<file path="src/rtl/ram_arb_pkg.sv">
// ---------------------------------------------------------------------------
// ram_arb_pkg
// Shared definitions for the three-requester, dual-port RAM arbiter.
//   ADDR_W / DATA_W : default RAM address and data widths
//   N_REQ           : requester count (0 = ifetch, 1 = data, 2 = loader)
//   req_id_t        : requester index type
//   tag_t           : per-port pipeline tag (read flag + owning requester)
//   next_id()       : modulo-N_REQ increment of a requester index
// ---------------------------------------------------------------------------
package ram_arb_pkg;

   localparam int ADDR_W = 9;
   localparam int DATA_W = 16;
   localparam int N_REQ  = 3;

   typedef logic [1:0] req_id_t;

   localparam req_id_t REQ_IFETCH = 2'd0;
   localparam req_id_t REQ_DATA   = 2'd1;
   localparam req_id_t REQ_LOADER = 2'd2;

   typedef struct packed {
      logic    rd;
      req_id_t own;
   } tag_t;

   function automatic req_id_t next_id(input req_id_t id);
      return (id == req_id_t'(N_REQ - 1)) ? '0 : req_id_t'(id + 2'd1);
   endfunction

endpackage

</file>
<file path="src/rtl/ram_arbiter_if.sv">
// ---------------------------------------------------------------------------
// ram_arbiter_if
// Requester-side bus of the RAM arbiter, one lane per requester.
//   req       : access request, held until granted
//   req_we    : 1 = write, 0 = read
//   req_addr  : per-requester address
//   req_wdata : per-requester write data
//   gnt       : same-cycle acceptance
//   rvalid    : one-cycle pulse marking rdata valid
//   rdata     : read data
// Modports: master = requesters, slave = arbiter.
// ---------------------------------------------------------------------------
interface ram_arbiter_if #(
   parameter int N_REQ  = ram_arb_pkg::N_REQ,
   parameter int ADDR_W = ram_arb_pkg::ADDR_W,
   parameter int DATA_W = ram_arb_pkg::DATA_W
) ();

   logic [N_REQ-1:0]             req;
   logic [N_REQ-1:0]             req_we;
   logic [N_REQ-1:0][ADDR_W-1:0] req_addr;
   logic [N_REQ-1:0][DATA_W-1:0] req_wdata;
   logic [N_REQ-1:0]             gnt;
   logic [N_REQ-1:0]             rvalid;
   logic [N_REQ-1:0][DATA_W-1:0] rdata;

   modport master (
      output req, req_we, req_addr, req_wdata,
      input  gnt, rvalid, rdata
   );

   modport slave (
      input  req, req_we, req_addr, req_wdata,
      output gnt, rvalid, rdata
   );

endinterface

</file>
<file path="src/rtl/rr_select.sv">
// ---------------------------------------------------------------------------
// rr_select
// Rotating two-winner selection. Walks the requesters starting at rr_ptr;
// the first active one wins RAM port 1, the next active one in the same walk
// is the port-2 candidate. That candidate is dropped (port 2 stays idle) when
// it touches the same address as the port-1 winner and either access is a
// write, so a read never races a write to the same word.
//   req, we, addr  : requester requests, direction, addresses
//   rr_ptr         : requester with highest priority this cycle
//   gnt            : one-hot-or-two grant vector
//   p1_vld, p1_id  : port-1 winner
//   p2_vld, p2_id  : port-2 winner
// ---------------------------------------------------------------------------
module rr_select
   import ram_arb_pkg::req_id_t;
   import ram_arb_pkg::next_id;
#(
   parameter int N_REQ  = ram_arb_pkg::N_REQ,
   parameter int ADDR_W = ram_arb_pkg::ADDR_W
) (
   input  logic [N_REQ-1:0]             req,
   input  logic [N_REQ-1:0]             we,
   input  logic [N_REQ-1:0][ADDR_W-1:0] addr,
   input  req_id_t                      rr_ptr,
   output logic [N_REQ-1:0]             gnt,
   output logic                         p1_vld,
   output req_id_t                      p1_id,
   output logic                         p2_vld,
   output req_id_t                      p2_id
);

   // NOTE: every signal written in a combinational block gets a default on
   // entry; a path that leaves one unassigned would infer a latch.
   always_comb begin
      req_id_t idx;
      logic    seen2;
      gnt    = '0;
      p1_vld = 1'b0;
      p1_id  = '0;
      p2_vld = 1'b0;
      p2_id  = '0;
      seen2  = 1'b0;
      idx    = rr_ptr;
      for (int k = 0; k < N_REQ; k++) begin
         if (req[idx]) begin
            if (!p1_vld) begin
               p1_vld = 1'b1;
               p1_id  = idx;
            end else if (!seen2) begin
               seen2 = 1'b1;
               if (!((addr[idx] == addr[p1_id]) && (we[idx] || we[p1_id]))) begin
                  p2_vld = 1'b1;
                  p2_id  = idx;
               end
            end
         end
         idx = next_id(idx);
      end
      if (p1_vld) gnt[p1_id] = 1'b1;
      if (p2_vld) gnt[p2_id] = 1'b1;
   end

endmodule

</file>
<file path="src/rtl/ram_arbiter.sv">
// ---------------------------------------------------------------------------
// ram_arbiter
// Arbitrates three requesters onto a dual-port RAM, up to two accesses per
// cycle. Grant in cycle N, registered RAM strobes in N+1, read data back on
// rvalid in N+2 (fixed latency). Writes complete at grant and never return
// rvalid.
//   clk, rst                  : clock, synchronous active-high reset
//   bus (slave)               : requester bus (req/gnt/rvalid/rdata ...)
//   write_en1/2, read_en1/2   : registered RAM port strobes
//   addr1/2, Data_in1/2       : registered RAM port address / write data
//   Data_out1/2               : RAM read data, valid one cycle after strobe
// ---------------------------------------------------------------------------
module ram_arbiter
   import ram_arb_pkg::req_id_t;
   import ram_arb_pkg::tag_t;
   import ram_arb_pkg::next_id;
#(
   parameter int ADDR_W = ram_arb_pkg::ADDR_W,
   parameter int DATA_W = ram_arb_pkg::DATA_W,
   parameter int N_REQ  = ram_arb_pkg::N_REQ
) (
   input  logic              clk,
   input  logic              rst,
   ram_arbiter_if.slave      bus,
   output logic              write_en1,
   output logic              read_en1,
   output logic [ADDR_W-1:0] addr1,
   output logic [DATA_W-1:0] Data_in1,
   output logic              write_en2,
   output logic              read_en2,
   output logic [ADDR_W-1:0] addr2,
   output logic [DATA_W-1:0] Data_in2,
   input  logic [DATA_W-1:0] Data_out1,
   input  logic [DATA_W-1:0] Data_out2
);

   typedef struct packed {
      logic              we;
      logic              re;
      req_id_t           own;
      logic [ADDR_W-1:0] addr;
      logic [DATA_W-1:0] data;
   } port_cmd_t;

   req_id_t          rr_ptr_q, rr_ptr_d;
   port_cmd_t        p1_q, p1_d, p2_q, p2_d;   // RAM-facing stage (N+1)
   tag_t             t1_q, t1_d, t2_q, t2_d;   // data-return stage (N+2)

   logic [N_REQ-1:0] req_eff;
   logic [N_REQ-1:0] sel_gnt;
   logic             sel_p1_vld, sel_p2_vld;
   req_id_t          sel_p1_id, sel_p2_id;

   // Requests are masked during reset so nothing is granted or registered.
   assign req_eff = rst ? '0 : bus.req;

   rr_select #(
      .N_REQ  (N_REQ),
      .ADDR_W (ADDR_W)
   ) u_rr_select (
      .req    (req_eff),
      .we     (bus.req_we),
      .addr   (bus.req_addr),
      .rr_ptr (rr_ptr_q),
      .gnt    (sel_gnt),
      .p1_vld (sel_p1_vld),
      .p1_id  (sel_p1_id),
      .p2_vld (sel_p2_vld),
      .p2_id  (sel_p2_id)
   );

   assign bus.gnt = sel_gnt;

   always_comb begin
      rr_ptr_d = rr_ptr_q;
      p1_d     = '0;
      p2_d     = '0;
      if (sel_p1_vld) begin
         p1_d.we   = bus.req_we[sel_p1_id];
         p1_d.re   = ~bus.req_we[sel_p1_id];
         p1_d.own  = sel_p1_id;
         p1_d.addr = bus.req_addr[sel_p1_id];
         p1_d.data = bus.req_we[sel_p1_id] ? bus.req_wdata[sel_p1_id] : '0;
      end
      if (sel_p2_vld) begin
         p2_d.we   = bus.req_we[sel_p2_id];
         p2_d.re   = ~bus.req_we[sel_p2_id];
         p2_d.own  = sel_p2_id;
         p2_d.addr = bus.req_addr[sel_p2_id];
         p2_d.data = bus.req_we[sel_p2_id] ? bus.req_wdata[sel_p2_id] : '0;
      end
      // Rotation restarts just past the lowest-priority winner this cycle.
      if (sel_p2_vld)      rr_ptr_d = next_id(sel_p2_id);
      else if (sel_p1_vld) rr_ptr_d = next_id(sel_p1_id);
      // Read tags follow the strobe one stage so they line up with Data_out.
      t1_d = '{rd: p1_q.re, own: p1_q.own};
      t2_d = '{rd: p2_q.re, own: p2_q.own};
   end

   // NOTE: state registers use non-blocking assignment so every flop samples
   // its inputs as they were before the edge, independent of statement order.
   always_ff @(posedge clk) begin
      if (rst) begin
         rr_ptr_q <= '0;
         p1_q     <= '0;
         p2_q     <= '0;
         t1_q     <= '0;
         t2_q     <= '0;
      end else begin
         rr_ptr_q <= rr_ptr_d;
         p1_q     <= p1_d;
         p2_q     <= p2_d;
         t1_q     <= t1_d;
         t2_q     <= t2_d;
      end
   end

   // Port outputs are forced idle while reset is high, including the cycle
   // before the first reset edge clears the registers.
   assign write_en1 = p1_q.we & ~rst;
   assign read_en1  = p1_q.re & ~rst;
   assign addr1     = rst ? '0 : p1_q.addr;
   assign Data_in1  = rst ? '0 : p1_q.data;
   assign write_en2 = p2_q.we & ~rst;
   assign read_en2  = p2_q.re & ~rst;
   assign addr2     = rst ? '0 : p2_q.addr;
   assign Data_in2  = rst ? '0 : p2_q.data;

   // Route each port's returning data to the requester named in its tag.
   always_comb begin
      bus.rvalid = '0;
      bus.rdata  = '0;
      if (!rst) begin
         if (t1_q.rd) begin
            bus.rvalid[t1_q.own] = 1'b1;
            bus.rdata[t1_q.own]  = Data_out1;
         end
         if (t2_q.rd) begin
            bus.rvalid[t2_q.own] = 1'b1;
            bus.rdata[t2_q.own]  = Data_out2;
         end
      end
   end

endmodule

</file>
<file path="src/flat_wrapper.sv">
// flat-port wrapper written by rule: the top's interface ports become plain ports
module ram_arbiter_flat import ram_arb_pkg::req_id_t; import ram_arb_pkg::tag_t; import ram_arb_pkg::next_id;
#(
   parameter int ADDR_W = ram_arb_pkg::ADDR_W,
   parameter int DATA_W = ram_arb_pkg::DATA_W,
   parameter int N_REQ  = ram_arb_pkg::N_REQ
)
  (clk, rst, write_en1, read_en1, addr1, Data_in1, write_en2, read_en2, addr2, Data_in2, Data_out1, Data_out2, bus_req, bus_req_we, bus_req_addr, bus_req_wdata, bus_gnt, bus_rvalid, bus_rdata);
  ram_arbiter_if #(.N_REQ(N_REQ), .ADDR_W(ADDR_W), .DATA_W(DATA_W)) bus_i ();
  input  logic clk;
  input  logic rst;
  output logic write_en1;
  output logic read_en1;
  output logic [ADDR_W-1:0] addr1;
  output logic [DATA_W-1:0] Data_in1;
  output logic write_en2;
  output logic read_en2;
  output logic [ADDR_W-1:0] addr2;
  output logic [DATA_W-1:0] Data_in2;
  input  logic [DATA_W-1:0] Data_out1;
  input  logic [DATA_W-1:0] Data_out2;
  input wire logic [$bits(bus_i.req)-1:0] bus_req;
  input wire logic [$bits(bus_i.req_we)-1:0] bus_req_we;
  input wire logic [$bits(bus_i.req_addr)-1:0] bus_req_addr;
  input wire logic [$bits(bus_i.req_wdata)-1:0] bus_req_wdata;
  output wire logic [$bits(bus_i.gnt)-1:0] bus_gnt;
  output wire logic [$bits(bus_i.rvalid)-1:0] bus_rvalid;
  output wire logic [$bits(bus_i.rdata)-1:0] bus_rdata;
  assign bus_i.req = bus_req;
  assign bus_i.req_we = bus_req_we;
  assign bus_i.req_addr = bus_req_addr;
  assign bus_i.req_wdata = bus_req_wdata;
  assign bus_gnt = bus_i.gnt;
  assign bus_rvalid = bus_i.rvalid;
  assign bus_rdata = bus_i.rdata;
  ram_arbiter #(.ADDR_W(ADDR_W), .DATA_W(DATA_W), .N_REQ(N_REQ)) u_core (.clk(clk), .rst(rst), .bus(bus_i), .write_en1(write_en1), .read_en1(read_en1), .addr1(addr1), .Data_in1(Data_in1), .write_en2(write_en2), .read_en2(read_en2), .addr2(addr2), .Data_in2(Data_in2), .Data_out1(Data_out1), .Data_out2(Data_out2));
endmodule
</file>
<file path="config.mk">
export PLATFORM = sky130hd
export DESIGN_NAME = ram_arbiter_flat
export DESIGN_NICKNAME = d
export VERILOG_FILES = /design/src/rtl/ram_arb_pkg.sv /design/src/rtl/ram_arbiter_if.sv /design/src/rtl/rr_select.sv /design/src/rtl/ram_arbiter.sv /design/src/flat_wrapper.sv
export SDC_FILE = /design/constraint.sdc
export NUM_CORES = 1
export LEC_CHECK = 0
export BUFFER_PORTS_ARGS = -buffer_cell sky130_fd_sc_hd__buf_4
export CAP_MARGIN = 20
export CORE_UTILIZATION = 40
export DETAILED_ROUTE_END_ITERATION = 12
export GPL_TIMING_DRIVEN = 0
export PLACE_DENSITY = 0.67
export SETUP_SLACK_MARGIN = 0.05
export SLEW_MARGIN = 25
export SYNTH_ARGS = -nofsm -noshare
export SYNTH_HDL_FRONTEND = slang
export SYNTH_HIERARCHICAL = 1
export SYNTH_SLANG_ARGS = --single-unit
</file>
<file path="constraint.sdc">
create_clock -name clk -period 8.14 [get_ports clk]
set_clock_uncertainty 0.05 [all_clocks]
set_input_delay 1.628 -clock clk [delete_from_list [all_inputs] [get_ports clk]]
set_output_delay 1.628 -clock clk [all_outputs]
set_load 0.005 [all_outputs]
</file>
; ---- Word level (Yosys, flattened, before mapping)
; Cells that the tools add are included.
[op_classes]
mux = 92
reduce_logical = 13
order_cmp = 13
n_eq_ne = 6
addsub = 4
bitwise = 12
[ops]
columns = cell, count
row1 = 48-bit two-way mux, 4
row2 = 9-bit binary-select mux with 2-bit select, 6
row3 = 16-bit two-way mux, 6
row4 = 9-bit two-way mux, 8
row5 = 16-bit binary-select mux with 2-bit select, 2
row6 = 16-bit demux with 2-bit select, 2
row7 = 48-bit bitwise AND, 1
row8 = 48-bit bitwise mux, 1
row9 = 2-bit two-way mux, 18
row10 = "2-bit by 3-bit less-than comparator with 1-bit output, second input constant", 9
row11 = 1-bit two-way mux, 25
row12 = 3-bit two-way mux, 7
row13 = 1-bit binary-select mux with 2-bit select, 9
row14 = 9-bit equality test, 2
row15 = "2-bit by 1-bit adder with 2-bit output, second input constant", 4
row16 = 1-bit demux with 2-bit select, 4
row17 = "2-bit equality test, second input constant", 4
row18 = "2-bit by 1-bit >= comparator with 1-bit output, second input constant", 4
row19 = 1-bit logical AND, 6
row20 = 3-bit OR, 2
row21 = 3-bit OR reduction, 2
row22 = 1-bit inverter, 5
row23 = 1-bit bitwise AND, 4
row24 = 2-bit OR reduction, 2
row25 = other kinds (2), 3
[word_totals]
word_cells = 155
inputBits = 115
ff_bits = 66
out_inout_bits = 108

; ---- Depth between registers and ports, before layout
[depth]
word_depth = 21
depth_mapped = 17
ltp_nobuf = 11

; ---- By module
; Netlist, hierarchy kept.
[by_module_without_submodules]
columns = module, instances, area_per_inst_um2, cells_each, seq_area_each_um2
row1 = ram_arbiter, 1, 4391.7, 576, 1321.3
row2 = rr_select, 1, 1551.5, 238, 0.0

; ---- Worst setup path after synthesis
; OpenSTA, ideal clock, no wires.
[synth_timing]
kind = input port to output port
from = input rst
to = output bus_gnt[0]
cell_stages = 12
slack_ps = 2562
required_time_ps = 6462
n_path_buf = 4
arrival_time_ps = 3900
path_cell_list = buf_2 > clkbuf_1 > nor2b_1 > buf_2 > buf_6 > and3b_2 > mux2i_1 > o211a_1 > nor4b_2 > o2111ai_1 > and2_4 > o311a_1
[synth_between]
elab_chain_cells = 21
word_cells_on_any_way = 58
cone_classes = order compare (4) / eq/ne (2) / mux (45) / bitwise (1) / reduce/logical (6)
[synth_lines]
columns = element, line
row1 = "start, declared", flat_wrapper.sv:11  ; input logic rst;
row2 = 3-bit two-way mux *, ram_arbiter.sv:55  ; assign req_eff = rst ? '0 : bus.req;
row3 = named net u_core.req_eff[1], ram_arbiter.sv:49  ; logic [N_REQ-1:0] req_eff;
row4 = 1-bit binary-select mux with 2-bit select, rr_select.sv:45  ; if (req[idx]) begin
row5 = 1-bit two-way mux (implied by the code), rr_select.sv:45
row6 = 2-bit two-way mux, rr_select.sv:45
row7 = 9-bit binary-select mux with 2-bit select or 1-bit binary-select mux with 2-bit select (tied branches), rr_select.sv:51  ; if (!((addr[idx] == addr[p1_id]) && (we[idx] || we[p1_id]))) begin
row8 = 9-bit two-way mux (implied by the code) or 1-bit two-way mux (tied branches), rr_select.sv:51
row9 = 9-bit equality test or 1-bit logical OR (tied branches), rr_select.sv:51
row10 = (+6 left out), n/a
row11 = 2-bit two-way mux, rr_select.sv:46  ; if (!p1_vld) begin
row12 = 2-bit two-way mux, rr_select.sv:45
row13 = 2-bit by 3-bit less-than comparator with 1-bit output (implied by the code) or 2-bit by 1-bit >= comparator with 1-bit output (tied branches), rr_select.sv:60  ; if (p2_vld) gnt[p2_id] = 1'b1;
row14 = 1-bit logical AND (implied by the code), rr_select.sv:60
row15 = 1-bit two-way mux (implied by the code), rr_select.sv:60
row16 = 1-bit demux with 2-bit select, rr_select.sv:60
row17 = 3-bit OR (no source line), n/a
row18 = 3-bit two-way mux *, rr_select.sv:60
row19 = "end, declared", flat_wrapper.sv:26  ; output wire logic [$bits(bus_i.gnt)-1:0] bus_gnt;
; Mark *: on every way through the listed nets, which the timed path passes. The rest lies on a longest branch. The select of a mux whose other input is x is not followed.

; ---- Worst setup path after layout
[layout_timing]
from = input rst
to = output bus_gnt[2]
; Same word-level chain as after synthesis.

==> results_dict.tcl <==
set metrics [dict create \
    status "completed" \
    vias 6835 \
    drive_above_1_share_pct 33.6 \
    viasPerCell 5.53 \
    hold_class "reg -> reg" \
    synth_top_flop_cell "dfxtp_1" \
    cts_tree "yes" \
    nNetsFinal 1162 \
    whs_ns 0.384 \
    hold_violations 0 \
    ys_seq_area_share_pct 22.2 \
    root_buffer "clkbuf_16" \
    rsz0062_at_grt "false" \
    grt_max_degree 13 \
    powerDensity_nw_per_um2 131 \
    syn_area_um2 5940 \
    die_h_um 124 \
    path_clk_slew_ns 0.06 \
    die_width_um 124 \
    slew_headroom_pct 53.0 \
    rrSetupSlack_ns 3.97 \
    drv_cap 0 \
    fill_cells 1464 \
    setup_violations 0 \
    syn_to_final_growth_pct 37.0 \
    final.period_utilization_pct 81.5 \
    r2r_end "u_core/p2_q[14]" \
    path_max_fanout 10 \
    first_pass_iters 6 \
    syn_nets 929 \
    drtAntennaViolNets 0 \
    min_period_ns 6.63 \
    post_cts_buffers 0 \
    drc 0 \
    hold_depth 1 \
    ys_async_sr_fraction_pct 0 \
    synth-edff-count 0 \
    num_rows 44 \
    rr_startpoint "u_core/rr_ptr_q[0]" \
    core_um2 14500 \
    syn-mean-instance-area_um2 7.30 \
    final_cell_area_um2 8140 \
    p_leak_nw 3.45 \
    crit_arrival_ns 4.96 \
    layout.cells.non_filler 1236 \
    h-tree-depth 3 \
    insertion_delay_ns 0.33 \
    ys_ff_latch 66 \
    postCtsHoldBufs 0 \
    irDropWorstVdd_v 0.000122 \
    synth_cell_type_count 70 \
    min_to "u_core/t2_q[0]" \
    clock_path_buffers 2 \
    numCtsBuffers 9 \
    grt_pass1_vias 6456 \
    max_freq_mhz 151 \
    numPortBuffers 222 \
    worst_ep_required_time_ns 6.46 \
    routed_wl_um 22400 \
    antenna_cells 0 \
    setup_tns_ns 0 \
    crit_path_start_kind "primary input" \
    cts.sinks 66 \
    worstHoldStart "u_core/p2_q[25]" \
    hpwl_um 17100 \
    dpl-instance-area_um2 7840 \
    antenna_found_initial 0 \
    grt_usage_pct 28.7 \
    critPathLaunch "rst" \
    start_util_pct 40.9 \
    gp_congestion 0.936 \
    syn_inst 814 \
    yosysWarnings 6 \
    place_inst 1220 \
    ctsResizeCount 0 \
    die_area_um2 15400 \
    first_iter_violations 456 \
    grt_pass1_wl_um 34000 \
    endpoint_kind "output port" \
    crit_type "in -> out" \
    rr_worst_depth 13 \
    pin_count 223 \
    overflow 0 \
    worst_slew_pin_slew_ns 0.697 \
    finalMaxSlewViolations 0 \
    routedWlPerCell_um 18.1 \
    finish.utilization_pct 56.0 \
]
per-stage QoR:
stage / power, mW / setup WS, ns
after floorplan: 0.549 / 2.56
after global placement: 0.679 / 1.63
after detailed placement: 0.682 / 1.56
after CTS: 1.07 / 1.56
after global routing: 1.12 / 1.15
final: 1.07 / 1.51
worst max-delay path by stage:
| stage | to | slack (ns) | cells past startpoint |
|---|---|---|---|
| 4_1_cts | bus_gnt[2] | 1.56 | 13 |
| 5_1_grt | bus_gnt[2] | 1.15 | 13 |
| 3_3_place_gp | bus_gnt[2] | 1.63 | 13 |
| 2_1_floorplan | bus_gnt[0] | 2.56 | 12 |
| 6_report | bus_gnt[2] | 1.51 | 13 |
| 3_5_place_dp | bus_gnt[2] | 1.56 | 13 |
final cells by class:
class | count | area (um^2) | share of cell area (%)
multi-input combinational | 661 | 4210 | 51.7
timing repair buffer | 222 | 1670 | 20.5
sequential | 66 | 1320 | 16.2
buffer | 73 | 360 | 4.42
clock buffer | 10 | 239 | 2.93
tap | 184 | 230 | 2.83
clock inverter | 6 | 65.1 | 0.799
inverter | 14 | 52.6 | 0.645
worst max-delay path, stage by stage:
cell,delay [ns]
buf_4,0.10
buf_2,0.24
clkbuf_1,0.49
nor2b_1,0.25
nand4bb_1,0.16
buf_1,0.37
nand3_1,0.15
a31oi_1,0.23
xnor2_1,0.15
nand4_1,0.26
o31ai_1,0.54
o211ai_1,0.20
buf_4,0.17
cell usage in the layout, fill, tap and decap left out, types with 3 or more instances in the layout:
cell type and instances:
o22ai_1 5, mux2i_1 23, nor2_1 29, or3_1 3
clkbuf_1 33, nor3_1 10, nor4bb_1 16, a21boi_1 6
a21boi_2 18, a211oi_1 3, mux2_2 51, nand2_1 157
nor2b_1 67, buf_6 5, inv_1 12, o21ai_0 37
dfxtp_1 66, buf_4 226, nand3_1 45, nand3b_1 6
a31oi_1 26, xnor2_1 11, buf_2 27, buf_1 4
a21oi_1 62, nand2b_1 9, clkbuf_16 9, a21boi_0 8
xor2_1 11, and3b_1 6
per-layer routing:
| layer | up-vias | global-route usage, % | routed length, um |
|---|---|---|---|
| met2 | 364 | 48.8 | 10600 |
| met1 | 3122 | 35.0 | 9000 |
| met4 | 0 | 11.0 | 605 |
| li1 | 3306 | - | - |
| met3 | 43 | 6.32 | 2180 |
| met5 | - | 0 | 0 |
state kept, by name, summed over array words and instances, names as in the netlist:
register / count
u_core/t1_q: 3
u_core/rr_ptr_q: 2
u_core/p1_q: 29
u_core/p2_q: 29
u_core/t2_q: 3
cells by family after synthesis:
family          after synthesis  synth area share, %
xor+xnor                     22                 3.24
simple gates                372                 32.5
mux                          74                 13.5
flops                        66                 22.2
buf+inv                      87                 6.95
compound gates              193                 21.6
Yosys cell counts (4+ instances only):
master | number | share of area (%)
xor2_1 | 11 | 1.6
and3b_1 | 6 | 0.88
xnor2_1 | 11 | 1.6
buf_4 | 4 | 0.51
a31oi_1 | 26 | 2.7
mux2i_1 | 23 | 3.9
o22ai_1 | 5 | 0.53
o21ai_0 | 37 | 3.1
a21boi_1 | 6 | 0.76
dfxtp_1 | 66 | 22
a21boi_0 | 8 | 1.0
nand3b_1 | 6 | 0.76
nor2b_1 | 67 | 7.1
a21boi_2 | 18 | 3.4
buf_1 | 4 | 0.25
nor3_1 | 10 | 0.84
nand2_1 | 157 | 9.9
nand2b_1 | 9 | 0.95
nor4bb_1 | 16 | 2.7
a21oi_1 | 62 | 5.2
nor2_1 | 29 | 1.8
nand3_1 | 45 | 3.8
buf_2 | 27 | 2.3
inv_1 | 12 | 0.76
buf_6 | 5 | 0.95
clkbuf_1 | 33 | 2.1
mux2_2 | 51 | 9.7
power breakdown:
part           internal, mW  switching [mW]  leakage, nW
Combinational         0.157           0.182         2.76
Clock                 0.246           0.143        0.149
Sequential            0.337         0.00531        0.536
Total                 0.740           0.330         3.45
No activity file was read; power rests on OpenSTA's default activity.
